### src/rtl/display_scanner.sv
// Time-multiplexed digit scanner for an 8-digit seven-segment display.
// It keeps a tear-free snapshot of the value and blanks every anode at the start of each digit slot.
module display_scanner #(
  parameter int NUM_DIGITS   = 8,
  parameter int REFRESH_DIV  = 100000,
  parameter int GUARD_CYCLES = 1000
) (
  input  logic                    clk_i,
  input  logic                    rst_i,
  input  logic [4*NUM_DIGITS-1:0] value_i,
  input  logic [NUM_DIGITS-1:0]   ltr_mask_i,
  input  logic [NUM_DIGITS-1:0]   en_mask_i,
  input  logic                    load_i,
  output logic [3:0]              data_o,
  output logic                    ltr_o,
  output logic [NUM_DIGITS-1:0]   an_o,
  output logic                    frame_o
);

  localparam int TW = $clog2(REFRESH_DIV);
  localparam int IW = $clog2(NUM_DIGITS);
  localparam logic [TW-1:0] TICK_LAST = TW'(REFRESH_DIV - 1);
  localparam logic [TW-1:0] GUARD_T   = TW'(GUARD_CYCLES);
  localparam logic [IW-1:0] IDX_LAST  = IW'(NUM_DIGITS - 1);

  typedef enum logic {GUARD, SHOW} state_t;

  state_t                         state, state_n;
  logic [TW-1:0]                  tick, tick_n;
  logic [IW-1:0]                  idx, idx_n;
  logic [NUM_DIGITS-1:0][3:0]     act_val, act_val_n, pend_val;
  logic [NUM_DIGITS-1:0]          act_ltr, act_ltr_n, pend_ltr;
  logic [NUM_DIGITS-1:0]          act_en, act_en_n, pend_en;
  logic                           pend_v;
  logic                           slot_end, frame_end;

  assign slot_end  = (tick == TICK_LAST);
  assign frame_end = slot_end && (idx == IDX_LAST);
  assign tick_n    = slot_end ? '0 : tick + 1'b1;
  assign idx_n     = frame_end ? '0 : (slot_end ? idx + 1'b1 : idx);

  // The snapshot seen by the outputs only changes at frame wrap, so a frame never mixes two loads.
  always_comb begin
    act_val_n = act_val;
    act_ltr_n = act_ltr;
    act_en_n  = act_en;
    if (frame_end) begin
      if (load_i) begin
        act_val_n = value_i;
        act_ltr_n = ltr_mask_i;
        act_en_n  = en_mask_i;
      end else if (pend_v) begin
        act_val_n = pend_val;
        act_ltr_n = pend_ltr;
        act_en_n  = pend_en;
      end
    end
  end

  always_comb begin
    state_n = state;
    unique case (state)
      GUARD: state_n = (tick_n >= GUARD_T) ? SHOW : GUARD;
      SHOW:  state_n = (slot_end && GUARD_CYCLES != 0) ? GUARD : SHOW;
      default: state_n = GUARD;
    endcase
  end

  // Outputs are computed from next-state values so they line up with tick/idx without extra lag.
  always_ff @(posedge clk_i) begin
    if (rst_i) begin
      state    <= GUARD;
      tick     <= '0;
      idx      <= '0;
      act_val  <= '0;
      act_ltr  <= '0;
      act_en   <= '0;
      pend_val <= '0;
      pend_ltr <= '0;
      pend_en  <= '0;
      pend_v   <= 1'b0;
      data_o   <= '0;
      ltr_o    <= 1'b0;
      an_o     <= '1;
      frame_o  <= 1'b0;
    end else begin
      state   <= state_n;
      tick    <= tick_n;
      idx     <= idx_n;
      act_val <= act_val_n;
      act_ltr <= act_ltr_n;
      act_en  <= act_en_n;
      if (frame_end) begin
        pend_v <= 1'b0;
      end else if (load_i) begin
        pend_val <= value_i;
        pend_ltr <= ltr_mask_i;
        pend_en  <= en_mask_i;
        pend_v   <= 1'b1;
      end
      data_o  <= act_val_n[idx_n];
      ltr_o   <= act_ltr_n[idx_n];
      an_o    <= (state_n == SHOW && act_en_n[idx_n]) ? ~(NUM_DIGITS'(1) << idx_n) : '1;
      frame_o <= frame_end;
    end
  end

endmodule

### config.mk
export PLATFORM = sky130hd
export DESIGN_NAME = display_scanner
export DESIGN_NICKNAME = d
export VERILOG_FILES = /design/src/rtl/display_scanner.sv
export SDC_FILE = /design/constraint.sdc
export NUM_CORES = 1
export LEC_CHECK = 0
export CAP_MARGIN = 20
export CORE_MARGIN = 1
export CORE_UTILIZATION = 40
export DETAILED_ROUTE_END_ITERATION = 6
export HOLD_SLACK_MARGIN = 0.03
export SETUP_SLACK_MARGIN = 0.3
export SYNTH_ARGS = -nofsm -noshare
export SYNTH_HDL_FRONTEND = slang
export SYNTH_SLANG_ARGS = --single-unit
### constraint.sdc
create_clock -name clk_i -period 3.1 [get_ports clk_i]
set_input_delay 0.62 -clock clk_i [delete_from_list [all_inputs] [get_ports clk_i]]
set_output_delay 0.62 -clock clk_i [all_outputs]
set_load 0.02 [all_outputs]
==> results.sh, run 1 <==
export IMPL_synth_async_reset_ratio=0
export IMPL_hold_path_depth=2
export IMPL_cts_root_buf="clkbuf_16"
export IMPL_finClkSkew_ns=0.00773
export IMPL_drt_iter0_drc=432
export IMPL_ys_ff_latch=132
export IMPL_grt_overflow_total=0
export IMPL_synth_cell_types=57
export IMPL_hpwl_mm=11.8
export IMPL_drc_errors=0
export IMPL_clk_path_buf_depth=2
export IMPL_track_usage=0.241
export IMPL_die_area_um2=15300
export IMPL_grt_pass1_vias=5583
export IMPL_power_leakage_uw=0.00293
export IMPL_grt_pass1_wl_mm=27.8
export IMPL_routedWlPerCell_um=17.9
export IMPL_report_power_total_uw=4180
export IMPL_gp_congestion=0.890
export IMPL_maxCapViolations=0
export IMPL_drive_above_1_share=0.168
export IMPL_avgSynthCellArea_um2=8.04
export IMPL_critPathLaunchType="flop"
export IMPL_max_slew_margin_rel=0.576
export IMPL_top_level_ports=65
export IMPL_drv_slew=0
export IMPL_cpPeakStageDelay_ns=0.60
export IMPL_outcome="finished clean"
export IMPL_htreeDepth=4
export IMPL_critPathArrivalTime_ns=3.11
export IMPL_min_period_ns=2.74
export IMPL_rsz0062_at_grt="false"
export IMPL_nets=887
export IMPL_reg2reg_slack_ns=0.36
export IMPL_cts_tree="built"
export IMPL_cts_made_buffers=17
export IMPL_placed_area_um2=6890
export IMPL_peakVddDrop_mv=0.347
export IMPL_setup_tns_ns=0
export IMPL_crit_family="simple AND/OR/NAND/NOR gates"
export IMPL_setup_viol=0
export IMPL_die_x_um=124
export IMPL_worst_slew_pin_slew_ns=0.631
export IMPL_grt_max_degree=52
export IMPL_vias_per_cell=5.75
export IMPL_core_area_um2=14500
export IMPL_n_antenna_cell=0
export IMPL_cp_end_kind="flop"
export IMPL_antenna_found_initial=0
export IMPL_syn_area_um2=5940
export IMPL_start_util=0.409
export IMPL_chipHeight_um=124
export IMPL_rows=44
export IMPL_cp_buffers_inverters=0
export IMPL_ys_seq_area_frac=0.445
export IMPL_cp_depth=7
export IMPL_via_count=5923
export IMPL_hold_violations=0
export IMPL_required_ns=3.47
export IMPL_finalCritPeriodShare=0.884
export IMPL_yosysWarnings=0
export IMPL_synth_nets=793
export IMPL_dr_pass1_iters=7
export IMPL_hold_class="flop to flop"
export IMPL_clk_pin_slew_worst_paths_ns=0.06
export IMPL_ant_nets=0
export IMPL_clock_fmax_mhz=365
export IMPL_fillers=1352
export IMPL_crit_chain="or4bb_1 -> or4_4 -> or3_4 -> o22a_4 -> a211o_1 -> a41oi_1 -> o31a_1"
export IMPL_crit_slowest_cell="or4_4"
export IMPL_finalInstanceArea_um2=7940
export IMPL_crit_type="flop to flop"
export IMPL_syn_instance_count=739
export IMPL_clock_sinks=132
export IMPL_io_buffer_count=64
export IMPL_wl_mm=18.5
export IMPL_crit_path_max_fanout=7
export IMPL_cts_hold_buffers=0
export IMPL_power_density_nw_per_um2=526
export IMPL_clk_latency_ns=0.42
export IMPL_r2r_cells=7
export IMPL_area_delta_synth_final_pct=33.7
export IMPL_synth_edf_count=0
export IMPL_yosys_most_used_dff="dfxtp_1"
-- state kept, by name, indices dropped and copies added, names as in the netlist, 3 cells and up --
register	cells
act_ltr	8
tick	17
data_o	4
act_en	8
pend_en	8
pend_val	32
an_o	8
pend_ltr	8
idx	3
act_val	32
-- kinds of logic (layout without fill, tap and decap cells) --
logic type / Yosys count / count (layout) / share of synthesized area
simple gates: 274 / 274 / 0.207
compound gates: 236 / 236 / 0.264
flops: 132 / 132 / 0.445
buf+inv: 77 / 184 / 0.0522
xor+xnor: 16 / 16 / 0.0236
fa+ha+maj: 3 / 3 / 0.00632
mux: 1 / 1 / 0.00169
-- worst min-delay path: cells and delay by family, from the launching register on --
family | cells | cell delay, ns
DFF | 1 | 0.31
AOI/OAI and AO/OA | 1 | 0.05
and+or+nand+nor | 1 | 0.05
-- where the power goes --
group          switching [uW]  internal [uW]
clock                     769           1380
combinational             151            116
sequential               23.2           1740
-- path summary, 6_finish.rpt --
kind / from / end
worst max-delay path: tick[8] / data_o[1]
worst min-delay path: pend_val[21] / pend_val[21]
worst max register to register: tick[8] / data_o[1]
worst min register to register: pend_val[21] / pend_val[21]
-- repair_timing --
| action | 4_1_cts | 5_1_grt |
|---|---|---|
| endpoints found under the setup margin | 5 | 5 |
| gates resized for setup | 11 | 27 |
| cloned | 2 | 2 |
| pin swaps | 6 | 11 |
| buffers inserted | 14 | 13 |
-- cell usage in the layout (no fill, tap or decap), types with 8 or more instances in the layout --
master,synthesis,layout
o21ai_0,20,20
a32oi_1,9,9
nor3_1,21,21
nand2_1,111,109
and3_1,8,8
o22a_1,14,14
a21oi_1,77,75
nand3_1,18,18
dfxtp_1,132,125
o22ai_1,36,34
clkbuf_16,0,19
nor2_1,83,79
clkdlybuf4s50_1,0,63
xnor2_1,10,10
a211oi_1,9,9
inv_1,15,15
buf_4,0,63
a22o_1,8,8
a31oi_1,8,8
-- cell type report --
cell class / instances / area (um2) / share of cell area
Multi-Input combinational cell: 530 / 3100 / 0.390
Sequential cell: 132 / 2650 / 0.334
Clock buffer: 19 / 453 / 0.0570
Inverter: 16 / 60.1 / 0.00756
Clock inverter: 13 / 180 / 0.0227
Timing Repair Buffer: 136 / 1270 / 0.160
Tap cell: 184 / 230 / 0.0290
-- layer usage --
layer | routed length (um) | GRT usage | up-vias
met5 | 0 | 0 | -
met4 | 443 | 0.113 | 0
met3 | 1060 | 0.0591 | 35
met2 | 8720 | 0.390 | 183
met1 | 8240 | 0.299 | 2855
li1 | - | - | 2850
-- synthesized netlist by cell type (7+ instances only) --
| cell type | n | share of area |
|---|---|---|
| nor3_1 | 21 | 0.018 |
| o22ai_1 | 36 | 0.038 |
| clkbuf_1 | 46 | 0.029 |
| o21ai_0 | 20 | 0.017 |
| dfxtp_1 | 132 | 0.44 |
| inv_1 | 15 | 0.0095 |
| a21o_1 | 7 | 0.0088 |
| a21oi_1 | 77 | 0.065 |
| a22o_1 | 8 | 0.012 |
| nand2_1 | 111 | 0.070 |
| xnor2_1 | 10 | 0.015 |
| and3_1 | 8 | 0.0084 |
| a22oi_1 | 8 | 0.010 |
| nor2_1 | 83 | 0.052 |
| a211oi_1 | 9 | 0.011 |
| nand3_1 | 18 | 0.015 |
| o22a_1 | 14 | 0.021 |
| a32oi_1 | 9 | 0.013 |
| a31oi_1 | 8 | 0.0084 |
| buf_2 | 11 | 0.0093 |
-- stage by stage --
stage               worst slack, ns  std cells  hold slack, ns  utilization
detailed placement            0.137        967           0.450        0.474
CTS                           0.300       1015           0.458        0.531
floorplan                     0.390        739           0.426            -
global route                  0.290       1030           0.474        0.547
global placement              0.222        967           0.438        0.474
finish                        0.359       1030           0.455        0.547
Note: power is estimated with default switching activity, not from simulation.
==> inputs of run 2 (changes only) <==
--- a/config.mk
+++ b/config.mk
@@ -9,8 +9,10 @@
 export CORE_MARGIN = 1
 export CORE_UTILIZATION = 40
 export DETAILED_ROUTE_END_ITERATION = 6
+export GPL_ROUTABILITY_DRIVEN = 0
 export HOLD_SLACK_MARGIN = 0.03
 export SETUP_SLACK_MARGIN = 0.3
+export SKIP_LAST_GASP = 1
 export SYNTH_ARGS = -nofsm -noshare
 export SYNTH_HDL_FRONTEND = slang
 export SYNTH_SLANG_ARGS = --single-unit
==> results.sh, run 2 (same netlist as run 1, synthesis figures left out) <==
export IMPL_min_period_ns=2.74
export IMPL_n_antenna_cell=0
export IMPL_clk_path_buf_depth=2
export IMPL_area_delta_synth_final_pct=29.5
export IMPL_hpwl_mm=11.9
export IMPL_cp_end_kind="flop"
export IMPL_start_util=0.409
export IMPL_maxCapViolations=0
export IMPL_peakVddDrop_mv=0.376
export IMPL_ant_nets=0
export IMPL_power_leakage_uw=0.00279
export IMPL_rsz0062_at_grt="true"
export IMPL_htreeDepth=4
export IMPL_crit_path_max_fanout=6
export IMPL_critPathArrivalTime_ns=3.08
export IMPL_vias_per_cell=5.76
export IMPL_cts_made_buffers=17
export IMPL_max_slew_margin_rel=0.560
export IMPL_routedWlPerCell_um=17.3
export IMPL_dr_pass1_iters=5
export IMPL_worst_slew_pin_slew_ns=0.655
export IMPL_nets=863
export IMPL_reg_top3="act_val x32, pend_val x32, tick x17"
export IMPL_hold_class="flop to flop"
export IMPL_track_usage=0.236
export IMPL_ff_latch_area_um2=2650
export IMPL_antenna_found_initial=0
export IMPL_cts_root_buf="clkbuf_16"
export IMPL_grt_pass1_vias=5431
export IMPL_power_density_nw_per_um2=528
export IMPL_die_x_um=124
export IMPL_drt_iter0_drc=592
export IMPL_multiInputGateArea_um2=3090
export IMPL_chipHeight_um=124
export IMPL_die_area_um2=15300
export IMPL_drive_above_1_share=0.133
export IMPL_grt_pass1_wl_mm=27.3
export IMPL_crit_type="flop to flop"
export IMPL_drv_slew=0
export IMPL_required_ns=3.44
export IMPL_grt_overflow_total=0
export IMPL_finClkSkew_ns=0.0106
export IMPL_crit_slowest_cell="or4_4"
export IMPL_setup_viol=0
export IMPL_cpPeakStageDelay_ns=0.57
export IMPL_rows=44
export IMPL_finalCritPeriodShare=0.884
export IMPL_clock_fmax_mhz=365
export IMPL_utilization=0.529
export IMPL_hold_violations=0
export IMPL_cts_tree="built"
export IMPL_clock_sinks=132
export IMPL_via_count=5786
export IMPL_crit_chain="or4bb_4 -> or4_4 -> or3_4 -> o22a_4 -> o21a_1 -> a41o_1 -> a41oi_1"
export IMPL_core_area_um2=14500
export IMPL_critPathLaunchType="flop"
export IMPL_top_level_ports=65
export IMPL_grt_max_degree=79
export IMPL_layout_common_cells="dfxtp_1, nand2_1, nor2_1"
export IMPL_fillers=1384
export IMPL_wl_mm=17.4
export IMPL_drc_errors=0
export IMPL_layout_commonest_cell="dfxtp_1"
export IMPL_io_buffer_count=64
export IMPL_setup_tns_ns=0
export IMPL_clk_latency_ns=0.42
export IMPL_outcome="finished clean"
export IMPL_clk_pin_slew_worst_paths_ns=0.06
-- run 2: changes by cell type in the layout (fill, tap and decap cells not counted), moves of 2 or more --
cell,before,now
buf_4,63,40
dfxtp_2,7,3
dfxtp_1,125,129
clkbuf_1,0,2
clkinvlp_4,3,1
buf_12,2,5
buf_2,2,0
clkbuf_16,19,17
-- run 2: worst paths after layout --
path | endpoint | startpoint | cells past startpoint | slack (ns)
min | pend_val[31] | pend_val[31] | 2 | 0.46
max reg2reg | data_o[0] | tick[15] | 7 | 0.36
max | data_o[0] | tick[15] | 7 | 0.36
min reg2reg | pend_val[31] | pend_val[31] | 2 | 0.46
-- run 2: where the power goes --
part | switching [uW] | internal (uW) | total [uW] | leakage [uW]
clock | 740 | 1300 | 2030 | 0.000292
combinational | 150 | 117 | 268 | 0.00142
sequential | 23.9 | 1740 | 1760 | 0.00107
-- run 2: routing by layer --
layer / routed length (um) / vias to the layer above / track usage
met5: 0 / - / 0
met4: 233 / 0 / 0.0941
met3: 911 / 20 / 0.0531
met2: 8070 / 187 / 0.377
met1: 8180 / 2773 / 0.306
li1: - / 2806 / -
-- run 2: layout make-up --
| type | instances | share of cell area |
|---|---|---|
| Multi-Input combinational cell | 530 | 0.402 |
| Sequential cell | 132 | 0.344 |
| Timing Repair Buffer | 112 | 0.140 |
| Clock buffer | 21 | 0.0598 |
| Tap cell | 184 | 0.0299 |
| Clock inverter | 10 | 0.0171 |
| Inverter | 16 | 0.00781 |
-- run 2: critical path: cells and delay by family (launching register included) --
family | cells | cell delay, ns
and+or+nand+nor | 3 | 1.50
AOI/OAI and AO/OA | 4 | 0.81
DFF | 1 | 0.34
-- run 2: stage by stage --
step / cells / area [um2] / power, uW / hold slack [ns] / setup WS (ns)
5_1_grt: 1005 / 7690 / 4200 / 0.472 / 0.295
6_report: 1005 / 7690 / 4060 / 0.455 / 0.359
2_1_floorplan: 739 / 5940 / 1930 / 0.426 / 0.390
3_3_place_gp: 965 / 6900 / 2060 / 0.440 / 0.218
3_5_place_dp: 965 / 6900 / 2060 / 0.450 / 0.144
4_1_cts: 1000 / 7570 / 4090 / 0.457 / 0.308
-- run 2: what timing repair did --
action	4_1_cts	5_1_grt
resized for setup	11	19
setup endpoints to repair	5	10
hold buffers	0	0
setup buffers	4	5
pin swaps	4	7
